==> src/rtl/pov_column_sequencer_if.sv <==
// Column-sequencer bundle: index trigger and enable in, column timing and
// status out. The sequencer side uses the slave modport.
//
// Handshake: col_strobe is a valid-only pulse with no ready. Downstream must
// take col_idx (and frame_start) in the one cycle col_strobe is high. There is
// no backpressure. frame_start only ever rises together with col_strobe.
interface pov_column_sequencer_if #(
  parameter int CNT_W     = 28,
  parameter int COLS_LOG2 = 8
);
  logic                 trigger;
  logic                 enable;
  logic [COLS_LOG2-1:0] col_idx;
  logic                 col_strobe;
  logic                 frame_start;
  logic                 locked;
  logic                 stall;
  logic [CNT_W-1:0]     period_out;
  logic [2:0]           dbg_state;

  modport master (
    output trigger, enable,
    input  col_idx, col_strobe, frame_start, locked, stall, period_out, dbg_state
  );

  modport slave (
    input  trigger, enable,
    output col_idx, col_strobe, frame_start, locked, stall, period_out, dbg_state
  );
endinterface

==> src/rtl/pov_column_sequencer.sv <==
// Speed-tracking POV column sequencer. It measures the rotor period between
// accepted index edges and splits each revolution into 2**COLS_LOG2 equal
// column slots. It issues one strobe plus a column index per slot.
module pov_column_sequencer #(
  parameter int CNT_W        = 28,
  parameter int COLS_LOG2    = 8,
  parameter int MIN_REV_CLKS = 1024,
  parameter int TIMEOUT_CLKS = 2**27
) (
  input  logic                  sys_clk,
  input  logic                  rst,
  pov_column_sequencer_if.slave seq_if
);

  typedef enum logic [2:0] {
    S_IDLE  = 3'd0,
    S_ACQ0  = 3'd1,
    S_ACQ1  = 3'd2,
    S_RUN   = 3'd3,
    S_STALL = 3'd4
  } state_e;

  localparam logic [CNT_W-1:0]     CNT_MAX     = '1;
  localparam logic [CNT_W-1:0]     CNT_ONE     = CNT_W'(1);
  localparam logic [CNT_W-1:0]     MIN_CNT     = CNT_W'(MIN_REV_CLKS);
  localparam logic [CNT_W-1:0]     TIMEOUT_CNT = CNT_W'(TIMEOUT_CLKS);
  localparam logic [COLS_LOG2-1:0] LAST_COL    = '1;

  state_e               state_q, state_d;
  logic                 sync1_q, sync2_q, sync3_q, edge_q;
  logic [CNT_W-1:0]     rev_cnt_q, rev_cnt_d;
  logic [CNT_W-1:0]     col_period_q, col_period_d;
  logic [CNT_W-1:0]     timer_q, timer_d;
  logic [CNT_W-1:0]     period_q, period_d;
  logic [COLS_LOG2-1:0] col_idx_q, col_idx_d;
  logic                 strobe_q, strobe_d;
  logic                 frame_q, frame_d;
  logic                 seq_on_q, seq_on_d;

  logic                 edge_ok;
  logic                 timeout;
  logic [CNT_W-1:0]     shifted;
  logic [CNT_W-1:0]     new_col_period;

  // Edges count only once the debounce window has elapsed. The exceptions are
  // ACQ0 and STALL, where any edge counts as the first edge of a revolution.
  assign edge_ok = edge_q &&
                   ((state_q == S_ACQ0) || (state_q == S_STALL) || (rev_cnt_q >= MIN_CNT));
  assign timeout = (rev_cnt_q == TIMEOUT_CNT);

  // Truncating division by the column count. Clamp to 1 so the timer never underflows.
  assign shifted        = rev_cnt_q >> COLS_LOG2;
  assign new_col_period = (shifted == '0) ? CNT_ONE : shifted;

  // Next-state, counter and column-engine logic. An accepted edge overrides
  // timer expiry, and enable=0 overrides everything.
  always_comb begin
    state_d      = state_q;
    rev_cnt_d    = (rev_cnt_q == CNT_MAX) ? rev_cnt_q : rev_cnt_q + CNT_ONE;
    col_period_d = col_period_q;
    timer_d      = timer_q;
    period_d     = period_q;
    col_idx_d    = col_idx_q;
    strobe_d     = 1'b0;
    frame_d      = 1'b0;
    seq_on_d     = seq_on_q;

    // Free-running column engine. It stops after the last column is strobed.
    if (seq_on_q) begin
      if (timer_q == '0) begin
        strobe_d  = 1'b1;
        col_idx_d = col_idx_q + COLS_LOG2'(1);
        timer_d   = col_period_q - CNT_ONE;
        seq_on_d  = (col_idx_d != LAST_COL);
      end else begin
        timer_d = timer_q - CNT_ONE;
      end
    end

    case (state_q)
      S_IDLE: begin
        rev_cnt_d = '0;
        if (seq_if.enable) state_d = S_ACQ0;
      end
      S_ACQ0: begin
        // rev_cnt restarts at 1, so it reads the clocks elapsed since the
        // accepted edge. The next edge then latches the exact edge spacing.
        if (edge_ok) begin
          rev_cnt_d = CNT_ONE;
          state_d   = S_ACQ1;
        end
      end
      S_ACQ1, S_RUN: begin
        if (edge_ok) begin
          rev_cnt_d    = CNT_ONE;
          period_d     = rev_cnt_q;
          col_period_d = new_col_period;
          timer_d      = new_col_period - CNT_ONE;
          col_idx_d    = '0;
          strobe_d     = 1'b1;
          frame_d      = 1'b1;
          seq_on_d     = 1'b1;
          state_d      = S_RUN;
        end else if (timeout) begin
          strobe_d = 1'b0;
          seq_on_d = 1'b0;
          state_d  = S_STALL;
        end
      end
      S_STALL: begin
        strobe_d = 1'b0;
        seq_on_d = 1'b0;
        if (edge_ok) begin
          rev_cnt_d = CNT_ONE;
          state_d   = S_ACQ1;
        end
      end
      default: state_d = S_IDLE;
    endcase

    if (!seq_if.enable) begin
      state_d      = S_IDLE;
      rev_cnt_d    = '0;
      col_period_d = '0;
      timer_d      = '0;
      period_d     = '0;
      col_idx_d    = '0;
      strobe_d     = 1'b0;
      frame_d      = 1'b0;
      seq_on_d     = 1'b0;
    end
  end

  // State, synchronizer and datapath registers. Synchronous reset clears all.
  always_ff @(posedge sys_clk) begin
    if (rst) begin
      state_q      <= S_IDLE;
      sync1_q      <= 1'b0;
      sync2_q      <= 1'b0;
      sync3_q      <= 1'b0;
      edge_q       <= 1'b0;
      rev_cnt_q    <= '0;
      col_period_q <= '0;
      timer_q      <= '0;
      period_q     <= '0;
      col_idx_q    <= '0;
      strobe_q     <= 1'b0;
      frame_q      <= 1'b0;
      seq_on_q     <= 1'b0;
    end else begin
      state_q      <= state_d;
      sync1_q      <= seq_if.trigger;
      sync2_q      <= sync1_q;
      sync3_q      <= sync2_q;
      edge_q       <= sync2_q & ~sync3_q;
      rev_cnt_q    <= rev_cnt_d;
      col_period_q <= col_period_d;
      timer_q      <= timer_d;
      period_q     <= period_d;
      col_idx_q    <= col_idx_d;
      strobe_q     <= strobe_d;
      frame_q      <= frame_d;
      seq_on_q     <= seq_on_d;
    end
  end

  assign seq_if.col_idx     = col_idx_q;
  assign seq_if.col_strobe  = strobe_q;
  assign seq_if.frame_start = frame_q;
  assign seq_if.locked      = (state_q == S_RUN);
  assign seq_if.stall       = (state_q == S_STALL);
  assign seq_if.period_out  = period_q;
  assign seq_if.dbg_state   = state_q;

endmodule

==> src/flat_wrapper.sv <==
// flat-port wrapper written by rule: the top's interface ports become plain ports
module pov_column_sequencer_flat 
#(
  parameter int CNT_W        = 28,
  parameter int COLS_LOG2    = 8,
  parameter int MIN_REV_CLKS = 1024,
  parameter int TIMEOUT_CLKS = 2**27
)
  (sys_clk, rst, seq_if_trigger, seq_if_enable, seq_if_col_idx, seq_if_col_strobe, seq_if_frame_start, seq_if_locked, seq_if_stall, seq_if_period_out, seq_if_dbg_state);
  pov_column_sequencer_if #(.CNT_W(CNT_W), .COLS_LOG2(COLS_LOG2)) seq_if_i ();
  input  logic sys_clk;
  input  logic rst;
  input wire logic [$bits(seq_if_i.trigger)-1:0] seq_if_trigger;
  input wire logic [$bits(seq_if_i.enable)-1:0] seq_if_enable;
  output wire logic [$bits(seq_if_i.col_idx)-1:0] seq_if_col_idx;
  output wire logic [$bits(seq_if_i.col_strobe)-1:0] seq_if_col_strobe;
  output wire logic [$bits(seq_if_i.frame_start)-1:0] seq_if_frame_start;
  output wire logic [$bits(seq_if_i.locked)-1:0] seq_if_locked;
  output wire logic [$bits(seq_if_i.stall)-1:0] seq_if_stall;
  output wire logic [$bits(seq_if_i.period_out)-1:0] seq_if_period_out;
  output wire logic [$bits(seq_if_i.dbg_state)-1:0] seq_if_dbg_state;
  assign seq_if_i.trigger = seq_if_trigger;
  assign seq_if_i.enable = seq_if_enable;
  assign seq_if_col_idx = seq_if_i.col_idx;
  assign seq_if_col_strobe = seq_if_i.col_strobe;
  assign seq_if_frame_start = seq_if_i.frame_start;
  assign seq_if_locked = seq_if_i.locked;
  assign seq_if_stall = seq_if_i.stall;
  assign seq_if_period_out = seq_if_i.period_out;
  assign seq_if_dbg_state = seq_if_i.dbg_state;
  pov_column_sequencer #(.CNT_W(CNT_W), .COLS_LOG2(COLS_LOG2), .MIN_REV_CLKS(MIN_REV_CLKS), .TIMEOUT_CLKS(TIMEOUT_CLKS)) u_core (.sys_clk(sys_clk), .rst(rst), .seq_if(seq_if_i));
endmodule
==> config.mk <==
export PLATFORM = sky130hd
export DESIGN_NAME = pov_column_sequencer_flat
export DESIGN_NICKNAME = d
export VERILOG_FILES = /design/src/rtl/pov_column_sequencer_if.sv /design/src/rtl/pov_column_sequencer.sv /design/src/flat_wrapper.sv
export SDC_FILE = /design/constraint.sdc
export NUM_CORES = 1
export LEC_CHECK = 0
export BUFFER_PORTS_ARGS = -buffer_cell sky130_fd_sc_hd__buf_4
export CAP_MARGIN = 15
export CELL_PAD_IN_SITES_DETAIL_PLACEMENT = 0
export CELL_PAD_IN_SITES_GLOBAL_PLACEMENT = 1
export CORE_MARGIN = 10
export CORE_UTILIZATION = 45
export CTS_CLUSTER_SIZE = 20
export DETAILED_ROUTE_END_ITERATION = 10
export PLACE_DENSITY_LB_ADDON = 0.05
export SLEW_MARGIN = 20
export SYNTH_ARGS = -nofsm -noshare
export SYNTH_HDL_FRONTEND = slang
export SYNTH_SLANG_ARGS = --single-unit
==> constraint.sdc <==
create_clock -name sys_clk -period 4.7 [get_ports sys_clk]
set_clock_uncertainty 0.15 [all_clocks]
set_input_delay 0.235 -clock sys_clk [delete_from_list [all_inputs] [get_ports sys_clk]]
set_output_delay 0.235 -clock sys_clk [all_outputs]
set_load 0.01 [all_outputs]
### After elaboration in Yosys (flattened, before gate mapping)

Cells that the tools add are included.

* output and inout bits: 43
* logic and storage cells: 72
* register bits: 130

* mux-type cells: 27
* equal/unequal tests: 9
* bitwise operators: 4
* $add $sub $neg: 5
* order comparisons: 1
* reductions and logical operators: 13

Operators by type and width (count)
* 28-bit 2-to-1 mux: 6
* 28-bit by 1-bit subtractor with 28-bit output (second input constant): 3
* 28-bit equality test (second input constant): 2
* 28-bit logical NOT: 2
* 28-bit case mux with 2 select lines: 1
* 8-bit 2-to-1 mux: 4
* 28-bit by 1-bit adder with 28-bit output (second input constant): 1
* 28-bit by 11-bit greater-or-equal comparator with 1-bit output (second input constant): 1
* 20-bit 2-to-1 mux: 1
* 1-bit 2-to-1 mux: 9
* 3-bit 2-to-1 mux: 3
* 3-bit case mux with 3 select lines: 1
* 8-bit by 1-bit adder with 8-bit output (second input constant): 1
* 8-bit inequality test (second input constant): 1
* 3-bit by 2-bit equality test with 1-bit output (second input constant): 2
* 2-bit OR reduction: 3
* 1-bit case mux with 2 select lines: 2
* 2-bit AND reduction: 2
* 4-bit OR reduction: 1
* 3-bit by 1-bit equality test with 1-bit output (second input constant): 1
* 3-bit equality test (second input constant): 1
* 3-bit logical NOT: 1
* 3-bit by 1-bit inequality test with 1-bit output (second input constant): 1
* 1-bit NOT: 3
* other kinds (5): 6

### Longest topological paths before layout

* word-level depth: 7
* mapped depth: 17
* mapped depth without buffers: 12

### Worst setup path before layout

OpenSTA, ideal clock, no wires.

* kind: reg2reg
* from: register u_core.timer_q[5]
* to: register u_core.timer_q[26]
* buffers on the path: 5
* cell stages (with the launch flop): 18
* data arrival time: 3.375 ns
* setup slack: 1.048 ns
* library setup time: 0.128 ns
* path through: dfxtp_1 clkbuf_1 nor4_1 and2_1 clkbuf_1 and3_1 clkbuf_1 buf_2 buf_2 a21oi_1 ha_1 or4b_2 nor4_1 nand2_1 a21oi_1 nand4_1 xor2_1 nor2_1

* longest elaborated chain between the ends: 5
* elaborated cells between the ends (all ways): 6

Ends and longest elaborated chain
* from (decl): RTL line pov_column_sequencer.sv:33 `logic [CNT_W-1:0] timer_q, timer_d;`
* from (signal assigned): RTL line pov_column_sequencer.sv:158 `timer_q <= timer_d;`
* 28-bit by 1-bit subtractor with 28-bit output / 28-bit logical NOT (equally long branches): RTL line pov_column_sequencer.sv:76, pov_column_sequencer.sv:70
* 28-bit 2-to-1 mux *: RTL line pov_column_sequencer.sv:70 `if (timer_q == '0) begin`
* 28-bit 2-to-1 mux *: RTL line pov_column_sequencer.sv:69 `if (seq_on_q) begin`
* 28-bit 2-to-1 mux: RTL line pov_column_sequencer.sv:94 `if (edge_ok) begin`
* 28-bit 2-to-1 mux *: RTL line pov_column_sequencer.sv:80 `case (state_q)`

Mark *: on every way between the ends. The rest lies on a longest branch, timed or not.
A chain may end at the register's enable or synchronous reset.

### Worst setup path after layout

* from: register u_core.timer_q[7]
* to: register u_core.timer_q[26]

Same word-level chain as after synthesis.

==> results.txt <==
routed wire length - 18200 um
die height - 138 um
Worst R2R Path Depth - 12
CTS Buf Count - 17
sw frac - 21.2%
largest net degree at the start of global routing - 50
Post-Syn Instances - 818
max-cap viol count - 0
Seq/Total Area, Yosys - 38.8%
P_sw - 0.000528 W
clk_lat worst skew - 420 ps
final period utilization - 79.5%
Synth Area in Simple Gates - 28.9%
CP Data Arrival Time - 3870 ps
Clock Sinks - 122
Tot GR Track Use - 18.1%
HP Start - u_core.sync3_q
post-synthesis mux area share - 1.15%
Clock Pin Slew Worst Setup and Hold Paths - 60 ps
CTS tree - built
main combinational cell family by area after synthesis - simple AND/OR/NAND/NOR gates
# rows - 43
P_leak - 2.71 nW
Post-CTS Hold Buffers - 2
Core Util, Final - 53.2%
die area - 19100 um^2
Mapped Avg Cell Area - 7.70 um^2
initial antenna violation count - 0
combinational group share of total power - 1.4%
Seq pwr share - 41.7%
Finish-stage setup viols - 0
Port Buffers - 46
vias in the first global route - 5500
Rel. slew slack - 28.8%
H-tree Lvls - 4
Setup CP Type - reg2reg
First DRT Iteration DRCs - 438
Highest Clock Rate - 0.268 GHz
EDFF count, synth - 0
Residual DRC - 0
setup slack at placement - 1010 ps
setup TNS - 0 ps
Worst VDD drop - 0.291 mV
Final HPWL DP - 12900 um
Async SR Flop Fraction - 0%
Hold Vio Cnt, Final - 0
core area - 13800 um^2
Ports - 47
Post-Syn Area - 6300 um^2
n_diodes - 0
# Post-CTS Setup Buffers - 0
Yosys cell types - 64
Critical Path RT - 4830 ps
area growth from synthesis to layout - 16.3%
Synth Flop Type - dfxtp_1
first-pass GRT wire length - 29100 um
CTS max path bufs - 2
PwrDens - 340 nW/um^2
crit end category - flip-flop
reg2reg start - u_core.timer_q[7]
Starting Density - 45.7%
fin. max-slew vios - 0
DRT antenna net count - 0
Final #Nets - 842
reg2reg end - u_core.timer_q[26]
Root Buffer - clkbuf_16
final worst slack - 962 ps
RSZ-0062 raised after global routing - false
Post-Syn Nets - 828
status - finished, final reports clean
Worst setup SP type - flip-flop
die width - 138 um
non-filler cells, final - 1025
# resized after CTS - 0
clock power share - 56.9%
Tmin final - 3740 ps
DR WL/cell - 17.8 um
Yosys reg bits - 122
Int Pwr - 0.00197 W
worst slew pin tran - 1070 ps
Worst Setup EP - u_core.timer_q[26]
xor-xnor portion of the synthesized cell area - 7.65%
post-synthesis compound-gate area fraction - 17.6%
GP Congestion - 0.851
via/cell ratio - 5.83
via count - 5972
crit-path max FO - 9
placed cells - 991
R2R Setup Slk - 960 ps
Worst Hold Slack - 232 ps
share of post-route cells with drive strength above 1 - 12.1%
global route overflow - 0
Filler cells - 1404
adder-cell share of the synthesized area - 1.19%
Ys Warns - 0
start point of the critical path - u_core.timer_q[7]
first-pass iteration count of the detailed router - 5
worst min path class - reg2reg
[Yosys cell counts (3+ instances only)]
cell type	number	area (um^2)
dfxtp_1	122	2440
nand2_1	119	447
nor2_1	89	334
a21oi_1	85	425
clkbuf_1	37	139
nand3_1	32	160
xor2_1	31	272
o21ai_0	25	125
nor3_1	24	120
xnor2_1	24	210
nor4_1	19	119
nand4_1	16	100
and3_1	13	81.3
buf_2	13	65.1
inv_1	13	48.8
or3_1	12	75.1
and2_1	9	56.3
a211oi_1	8	60.1
a31oi_1	8	50.1
a22oi_1	7	52.6
or4_1	7	52.6
buf_1	6	22.5
ha_1	6	75.1
nor2b_1	6	37.5
o211ai_1	6	45.0
mux2i_1	5	50.1
nor3b_1	5	37.5
or2_2	5	31.3
a21o_1	4	30.0
a22o_1	4	35.0
nand3b_1	4	30.0
nand4b_1	4	35.0
o21a_1	4	30.0
a211o_1	3	26.3
a311oi_1	3	26.3
nand2b_1	3	18.8
o22ai_1	3	18.8
[registers in the layout (all words and copies together) (netlist names)]
name / cells
u_core.edge_q: 1
u_core.sync1_q: 1
u_core.timer_q: 28
u_core.seq_if.col_idx: 8
u_core.seq_if.period_out: 28
u_core.sync2_q: 1
u_core.col_period_q: 20
u_core.seq_if.dbg_state: 3
u_core.seq_on_q: 1
u_core.sync3_q: 1
u_core.rev_cnt_q: 28
u_core.seq_if.frame_start: 1
u_core.seq_if.col_strobe: 1
[routing by layer]
| layer | GRT usage [%] | wire, um | vias up |
|---|---|---|---|
| li1 | - | - | 2913 |
| met5 | 0 | 0 | - |
| met2 | 29.9 | 8680 | 175 |
| met1 | 23.2 | 8350 | 2862 |
| met4 | 4.99 | 192 | 0 |
| met3 | 3.94 | 981 | 22 |
[cell families (layout without fill, tap and decap cells)]
kind of cell	after synthesis	count (layout)
compound gates	181	181
xor+xnor	55	55
fa+ha+maj	6	6
buf+inv	71	98
flops	122	122
mux	7	7
simple gates	376	376
[power groups by stage]
stage | combinational, W | clock (W) | sequential (W)
floorplan | 0.0000229 | 0 | 0.00106
global route | 0.0000391 | 0.00149 | 0.00104
global placement | 0.0000337 | 0 | 0.00106
finish | 0.0000355 | 0.00142 | 0.00104
CTS | 0.0000358 | 0.00144 | 0.00104
detailed placement | 0.0000346 | 0 | 0.00106
[layout make-up]
type | instances | area (um^2) | area share, %
Inverter | 13 | 48.8 | 0.666
Timing Repair Buffer | 53 | 403 | 5.50
Sequential cell | 122 | 2440 | 33.3
Clock buffer | 19 | 453 | 6.18
Multi-Input combinational cell | 625 | 3560 | 48.6
Tap cell | 180 | 225 | 3.07
Clock inverter | 13 | 190 | 2.60
[critical path: stages, from the launching register on]
cell and delay (ps):
dfxtp_1 400, or3_1 260, nor2_1 180, and3_1 250, a21oi_1 210, ha_1 230
or4b_2 660, nor4_1 400, nand2_1 140, a21oi_1 320, nand4_1 170, xor2_1 190
nor2_1 50
[layout by cell type, fill, tap and decap left out, types with 24 or more instances in the layout]
master | netlist | layout
a21oi_1 | 85 | 85
nand3_1 | 32 | 32
nor2_1 | 89 | 89
xnor2_1 | 24 | 24
nand2_1 | 119 | 119
dfxtp_1 | 122 | 122
xor2_1 | 31 | 31
buf_4 | 0 | 51
o21ai_0 | 25 | 25
nor3_1 | 24 | 24
[per-stage QoR]
stage	instance area (um^2)	total power [W]
after floorplan	6300	0.00108
after global placement	6660	0.00110
after detailed placement	6660	0.00110
after CTS	7320	0.00251
after global routing	7320	0.00256
final	7320	0.00249
[worst min path at each step]
| stage | cells after the start | endpoint | slack, ps |
|---|---|---|---|
| finish | 1 | u_core.edge_q | 230 |
| global route | 1 | u_core.edge_q | 250 |
| CTS | 1 | u_core.edge_q | 230 |
| detailed placement | 1 | u_core.edge_q | 230 |
| global placement | 1 | u_core.edge_q | 220 |
| floorplan | 1 | u_core.sync1_q | 160 |
Note: power is estimated with default switching activity, not from simulation.
